**src/rtl/tdm_demux_4ch.sv**
```systemverilog
// tdm_demux_4ch: four-slot TDM frame demultiplexer with SOF hunt/lock framing
module tdm_demux_4ch #(
  parameter int W = 8
) (
  input  logic           clk,
  input  logic           rst,
  input  logic           enable,
  input  logic           in_valid,
  input  logic           in_sof,
  input  logic [W-1:0]   in_data,
  output logic [4*W-1:0] ch_data,
  output logic [3:0]     ch_valid,
  output logic           frame_done,
  output logic           sync_err,
  output logic           locked
);
  localparam logic HUNT   = 1'b0;
  localparam logic LOCKED = 1'b1;
  logic       st;
  logic [1:0] slot;
  logic       acc;
  logic       lk;
  logic       hit;
  logic       good;
  logic       miss;
  logic       early;
  logic       wr;
  logic [1:0] ws;
  assign acc    = enable && in_valid;
  assign lk     = acc && st == LOCKED;
  assign hit    = acc && st == HUNT && in_sof;
  assign good   = lk && (in_sof == (slot == 2'd0));
  assign miss   = lk && slot == 2'd0 && !in_sof;
  assign early  = lk && slot != 2'd0 && in_sof;
  assign wr     = hit || good || early;
  assign ws     = in_sof ? 2'd0 : slot;
  assign locked = st == LOCKED;
  always_ff @(posedge clk) begin
    if (rst) begin
      st         <= HUNT;
      slot       <= 2'd0;
      ch_data    <= '0;
      ch_valid   <= '0;
      frame_done <= 1'b0;
      sync_err   <= 1'b0;
    end else begin
      ch_valid   <= wr ? 4'b0001 << ws : 4'b0000;
      frame_done <= wr && ws == 2'd3;
      sync_err   <= miss || early;
      if (wr) begin
        ch_data[ws*W +: W] <= in_data;
        slot               <= ws + 2'd1;
        st                 <= LOCKED;
      end else if (miss) begin
        slot <= 2'd0;
        st   <= HUNT;
      end
    end
  end
endmodule

```
**config.mk**
```make
export PLATFORM = sky130hd
export DESIGN_NAME = tdm_demux_4ch
export DESIGN_NICKNAME = d
export VERILOG_FILES = /design/src/rtl/tdm_demux_4ch.sv
export SDC_FILE = /design/constraint.sdc
export NUM_CORES = 1
export LEC_CHECK = 0
export ABC_AREA = 1
export BUFFER_PORTS_ARGS = -buffer_cell sky130_fd_sc_hd__buf_4
export CAP_MARGIN = 5
export CORE_MARGIN = 5
export CORE_UTILIZATION = 40
export DETAILED_ROUTE_END_ITERATION = 12
export PLACE_DENSITY = 0.66
export SYNTH_ARGS = -nofsm -noshare
export SYNTH_HDL_FRONTEND = slang
export SYNTH_SLANG_ARGS = --single-unit
```
**constraint.sdc**
```tcl
create_clock -name clk -period 1.7 [get_ports clk]
set_input_delay 0.17 -clock clk [delete_from_list [all_inputs] [get_ports clk]]
set_output_delay 0.17 -clock clk [all_outputs]
set_load 0.01 [all_outputs]
```
==> metrics.md, run 1 <==
| Metric | Value |
|---|---|
| Syn_area_per_cell | `6.85 um^2` |
| # setup viols final | `0` |
| Synthesized cell area | `2050 um^2` |
| Post-DRT Antenna Nets | `0` |
| Wire per inst | `11.4 um` |
| Worst hold stages | `3` |
| Pwr Total | `1.77 mW` |
| Hold endpoint | `ch_data[17]$_SDFFE_PP0P_` |
| H-tree Lvls | `2` |
| Tightest Pin Transition | `0.320 ns` |
| Share of post-route cells with drive strength above 1 | `0.249` |
| IO Port Bufs | `51` |
| Vias per inst | `4.47` |
| Die area | `6660 um^2` |
| R2r setup slk | `0.14 ns` |
| Cell variety after synth | `24` |
| Hold Slack | `0.146 ns` |
| Post-route minimum period | `1.56 ns` |
| Number of synthesized flops with an enable pin | `0` |
| CTS sink cnt | `41` |
| Placer Congestion | `0.845` |
| Most common cell in the synthesized netlist | `nand2_1` |
| Final number of hold-violating endpoints | `0` |
| Layout Cells excl Fill | `423` |
| Ys Warns | `0` |
| Share of synthesized registers carrying an async set or reset | `0` |
| Largest net degree at the start of global routing | `28` |
| Max-cap viol count | `0` |
| Root buf cell | `clkbuf_8` |
| Share of Yosys cell area claimed by the top area cell type | `0.400` |
| Maximum vdd drop | `0.486 mV` |
| NumNets Final | `371` |
| Die width | `81.6 um` |
| Seq cells post-synth | `41` |
| Post-route DRC | `0` |
| WL final | `4800 um` |
| First-pass GRT wire length | `8030 um` |
| Initial antenna violation count | `0` |
| Required @ worst endpoint | `1.88 ns` |
| TNS Setup | `0 ns` |
| Seq/Total Area, Yosys | `0.400` |
| Clock Latency Late Sink | `0.29 ns` |
| Total gr overflow | `0` |
| Cell taking the most area after synthesis | `dfxtp_1` |
| CTS tree | `yes` |
| GRT Util Overall | `0.155` |
| Vias in the first global route | `1788` |
| Status | `complete, no violations` |
| Relative max-transition margin | `0.786` |
| Drt first pass iters | `5` |
| # Post-CTS Setup Buffers | `0` |
| DP Worst Slack | `0.0183 ns` |
| Max Clock Freq | `0.640 GHz` |
| Cts bufs inserted | `5` |
| Hold path start | `in_data[1]` |
| Fin util | `0.516` |
| Setup WS post-layout | `0.137 ns` |
| Starting density of the core | `0.406` |
| Power Density | `680 nW/um^2` |
| WP data arrival | `1.74 ns` |
| Core Area | `5040 um^2` |
| Critical Path Source Type | `flop` |
| Post-synthesis cell count | `299` |
| Post-synthesis net count | `317` |
| Post-route cell area | `2600 um^2` |
| Diodes inserted | `0` |
| I/O Pins | `52` |
| Placed cell count | `416` |
| Top post-synthesis cells by area | `dfxtp_1 40%, nand2_1 13%, nor2_1 12%` |
| Reg clk slew, reported paths | `0.07 ns` |
| Main synth FF type | `dfxtp_1` |
| Worst r2r src | `slot[1]$_SDFFE_PP0P_` |
| Maximum fanout along the worst path | `8` |
| CP endpoint kind | `flop` |
| Clock tree buffer depth | `2` |
| Floorplan row count | `26` |
| Reg2reg path depth | `9` |
| Vias | `1891` |
| P&R area growth vs syn | `26.9%` |
| Max-slew violations | `0` |
| Hold crit path type | `in2reg` |
| Ranking of synthesized cells by instance count | `69 x nand2_1, 67 x nor2_1, 50 x inv_1` |
| Critical path class | `reg2reg` |
| DR iter-0 viols | `139` |
| Reg-to-reg endpoint | `ch_data[25]$_SDFFE_PP0P_` |
| Leak | `1.25 nW` |
| Hpwl dp | `3650 um` |
| Worst clock skew | `0.00149 ns` |
| Chip height | `81.6 um` |
| Final worst-path cycle share | `0.919` |
| DP Area | `2470 um^2` |
-- worst max-delay path by stage --
stage                         start                       end  slack (ns)  cells after the start
3_5_place_dp   slot[1]$_SDFFE_PP0P_  ch_data[12]$_SDFFE_PP0P_        0.02                      8
2_1_floorplan  slot[1]$_SDFFE_PP0P_  ch_data[17]$_SDFFE_PP0P_        0.07                     10
4_1_cts        slot[1]$_SDFFE_PP0P_  ch_data[12]$_SDFFE_PP0P_        0.01                      8
3_3_place_gp   slot[1]$_SDFFE_PP0P_  ch_data[13]$_SDFFE_PP0P_        0.05                      8
5_1_grt        slot[1]$_SDFFE_PP0P_   ch_data[3]$_SDFFE_PP0P_      -0.008                      9
6_report       slot[1]$_SDFFE_PP0P_  ch_data[25]$_SDFFE_PP0P_        0.14                      9
-- kinds of logic (layout without fill, tap and decap cells) --
group | Yosys count | after routing | synth area share
fa+ha+maj | 5 | 5 | 0.0305
buf+inv | 63 | 117 | 0.143
simple gates | 161 | 161 | 0.355
flops | 41 | 41 | 0.400
compound gates | 29 | 29 | 0.0708
-- per-layer routing --
layer  GRT usage  wire [um]  up-vias
met3      0.0461        332        6
met1       0.200       2190      826
li1            -          -     1006
met5           0          0        -
met4      0.0415         39        0
met2       0.253       2240       53
-- state kept, by name (all words and copies together), names as in the netlist --
signal,count
locked,1
ch_valid,4
ch_data,32
frame_done,1
sync_err,1
slot,2
-- critical path, stage by stage, from the launching register on --
cell and delay [ns]:
dfxtp_1 0.37, inv_1 0.05, nor2_1 0.14, inv_2 0.10, ha_4 0.30, inv_1 0.07, nand2_2 0.15, nor2_1 0.07
o21ai_0 0.16, nor2_1 0.05
-- report_power, final --
group | total (mW) | leakage (nW) | internal (mW) | switching [mW]
registers | 0.974 | 0.331 | 0.968 | 0.00611
logic | 0.163 | 0.872 | 0.0628 | 0.100
clock network | 0.633 | 0.0443 | 0.322 | 0.311
total | 1.77 | 1.25 | 1.35 | 0.417
-- timing repair --
action | CTS | global route
endpoints found under the setup margin | 0 | 32
resized for setup | 0 | 11
hold buffers | 0 | 0
-- cell type report --
cell class	count	area, um^2
timing repair buffer	58	435
sequential	41	821
clock buffer	7	86.3
fill	500	2440
tap	70	87.6
inverter	52	195
multi-input combinational	195	976
-- cell usage in the layout (no fill, tap or decap), types with 6 or more instances in the layout --
cell,count
nand2_2,7
dfxtp_1,41
nand2_1,65
nand4_1,7
clkbuf_8,6
inv_1,49
o21ai_1,14
buf_4,58
a21oi_1,13
nor2_1,64
(Power assumes the default switching activity.)
==> inputs of run 2 (changes only) <==
BUFFER_PORTS_ARGS = not set   (was -buffer_cell sky130_fd_sc_hd__buf_4)
DONT_BUFFER_PORTS = 1   (was not set)
PLACE_DENSITY = 0.57   (was 0.66)
==> run 2 against run 1 <==
Effect of this change: final area fell by 13%; hold slack lost 0.12 ns; flip-flop and latch count stayed put; total power grew 7.1%; first-iteration DRC count down 31%; non-clock buffer count fell by 51; final cell count is 12% lower; critical path depth stayed put; wire length shrank 3.7%; combinational power decreased by 29%; clock skew grew 0.0032 ns; register-to-register slack improved by 0.02 ns; critical path type unchanged; critical endpoint is now ch_data[8]$_SDFFE_PP0P_; largest power group unchanged.
==> metrics.md, run 2 (synthesis gave the netlist of run 1 again) <==
| Metric | Value |
|---|---|
| Status | `complete, no violations` |
| Post-route DRC | `0` |
| Hpwl dp | `3370 um` |
| Root buf cell | `clkbuf_8` |
| Most frequent cells in the layout | `66 x nor2_1, 66 x nand2_1, 50 x inv_1` |
| Wire per inst | `12.4 um` |
| Tightest Pin Transition | `0.419 ns` |
| Hold crit path type | `in2reg` |
| Max-cap viol count | `0` |
| DP Worst Slack | `0.0342 ns` |
| IO Port Bufs | `0` |
| Max Clock Freq | `0.646 GHz` |
| Initial antenna violation count | `0` |
| Critical Path Source Type | `flop` |
| Die area | `6660 um^2` |
| Chip height | `81.6 um` |
| Reg clk slew, reported paths | `0.07 ns` |
| CP endpoint kind | `flop` |
| Max-slew violations | `0` |
| Core Area | `5040 um^2` |
| TNS Setup | `0 ns` |
| Clock Latency Late Sink | `0.29 ns` |
| Top Family by Delay on Critical Path | `simple AND/OR/NAND/NOR gates` |
| Post-DRT Antenna Nets | `0` |
| Vias | `1696` |
| First-pass GRT wire length | `7870 um` |
| Max FFs per register | `32` |
| Post-route cell area | `2260 um^2` |
| Critical path class | `reg2reg` |
| Crit path buffers/inverters | `3` |
| NumNets Final | `320` |
| Fill cells | `544` |
| Biggest registers after layout | `ch_data (32), ch_valid (4), slot (2)` |
| Final number of hold-violating endpoints | `0` |
| Layout Cells excl Fill | `373` |
| Cts bufs inserted | `5` |
| DP Area | `2080 um^2` |
| Pwr Total | `1.90 mW` |
| Required @ worst endpoint | `1.92 ns` |
| Leak | `0.996 nW` |
| Maximum vdd drop | `0.320 mV` |
| I/O Pins | `52` |
| Share of post-route cells with drive strength above 1 | `0.116` |
| Maximum fanout along the worst path | `10` |
| Critical path's largest stage delay | `0.35 ns` |
| DR iter-0 viols | `96` |
| WP data arrival | `1.77 ns` |
| Critical path's slowest cell | `dfxtp_2` |
| Placed cell count | `364` |
| H-tree Lvls | `2` |
| Worst clock skew | `0.00468 ns` |
| Setup WS post-layout | `0.152 ns` |
| CTS sink cnt | `41` |
| Vias per inst | `4.55` |
| # setup viols final | `0` |
| Die width | `81.6 um` |
| Starting density of the core | `0.406` |
| CP Cell Sequence | `inv_1 -> nor2_1 -> inv_1 -> ha_4 -> inv_1 -> nand2_2 -> nor2_1 -> o21ai_1 -> nor2_1` |
| GRT Util Overall | `0.153` |
| Clock tree buffer depth | `2` |
| P&R area growth vs syn | `10.3%` |
| CTS tree | `yes` |
| Power Density | `839 nW/um^2` |
| Relative max-transition margin | `0.720` |
| Diodes inserted | `0` |
| Largest net degree at the start of global routing | `28` |
| Drt first pass iters | `4` |
| Post-route minimum period | `1.55 ns` |
| Floorplan row count | `26` |
| Biggest register | `ch_data` |
| Vias in the first global route | `1647` |
| Final worst-path cycle share | `0.910` |
| Placer Congestion | `0.780` |
| # Post-CTS Setup Buffers | `0` |
| Total gr overflow | `0` |
| WL final | `4620 um` |
## run 2: layout make-up
| cell class | count | area (um^2) | share of cell area |
|---|---|---|---|
| inverters | 52 | 195 | 0.0864 |
| flip-flops and latches | 41 | 822 | 0.364 |
| multi-input cells | 195 | 983 | 0.435 |
| clock inverters | 1 | 30.0 | 0.0133 |
| clock buffers | 7 | 86.3 | 0.0382 |
| repair buffers | 7 | 55.1 | 0.0244 |
| well taps | 70 | 87.6 | 0.0388 |
## run 2: power breakdown
group | switching [mW] | total, mW | internal [mW]
logic | 0.0798 | 0.116 | 0.0364
clock network | 0.323 | 0.801 | 0.479
registers | 0.00958 | 0.978 | 0.968
total | 0.412 | 1.90 | 1.48
## run 2: worst paths after layout
| check | from | endpoint | slack (ns) | depth (start not counted) |
|---|---|---|---|---|
| max | slot[1]$_SDFFE_PP0P_ | ch_data[8]$_SDFFE_PP0P_ | 0.15 | 9 |
| min | rst | slot[1]$_SDFFE_PP0P_ | 0.03 | 3 |
| max reg2reg | slot[1]$_SDFFE_PP0P_ | ch_data[8]$_SDFFE_PP0P_ | 0.15 | 9 |
| min reg2reg | slot[1]$_SDFFE_PP0P_ | slot[1]$_SDFFE_PP0P_ | 0.49 | 2 |
## run 2: layer usage
metal	GRT usage	wire, um
met1	0.197	2040
met2	0.232	2100
met3	0.0581	409
met4	0.0598	70
met5	0	0
## run 2: repair_timing
action,in CTS,in global routing
hold buffers,1,0
endpoints found under the hold margin,9,0
resized for setup,0,11
endpoints found under the setup margin,0,32
## run 2: stage by stage
stage | hold WS [ns] | utilization
after floorplan | 0.312 | -
after global placement | 0.241 | 0.413
after detailed placement | 0.244 | 0.413
after CTS | 0.0200 | 0.438
after global routing | 0.0348 | 0.448
final | 0.0263 | 0.448
## run 2: tightest hold or removal path, cell delays in order
cell	delay, ns
nor2_4	0.03
nand2_1	0.05
nand2_1	0.04
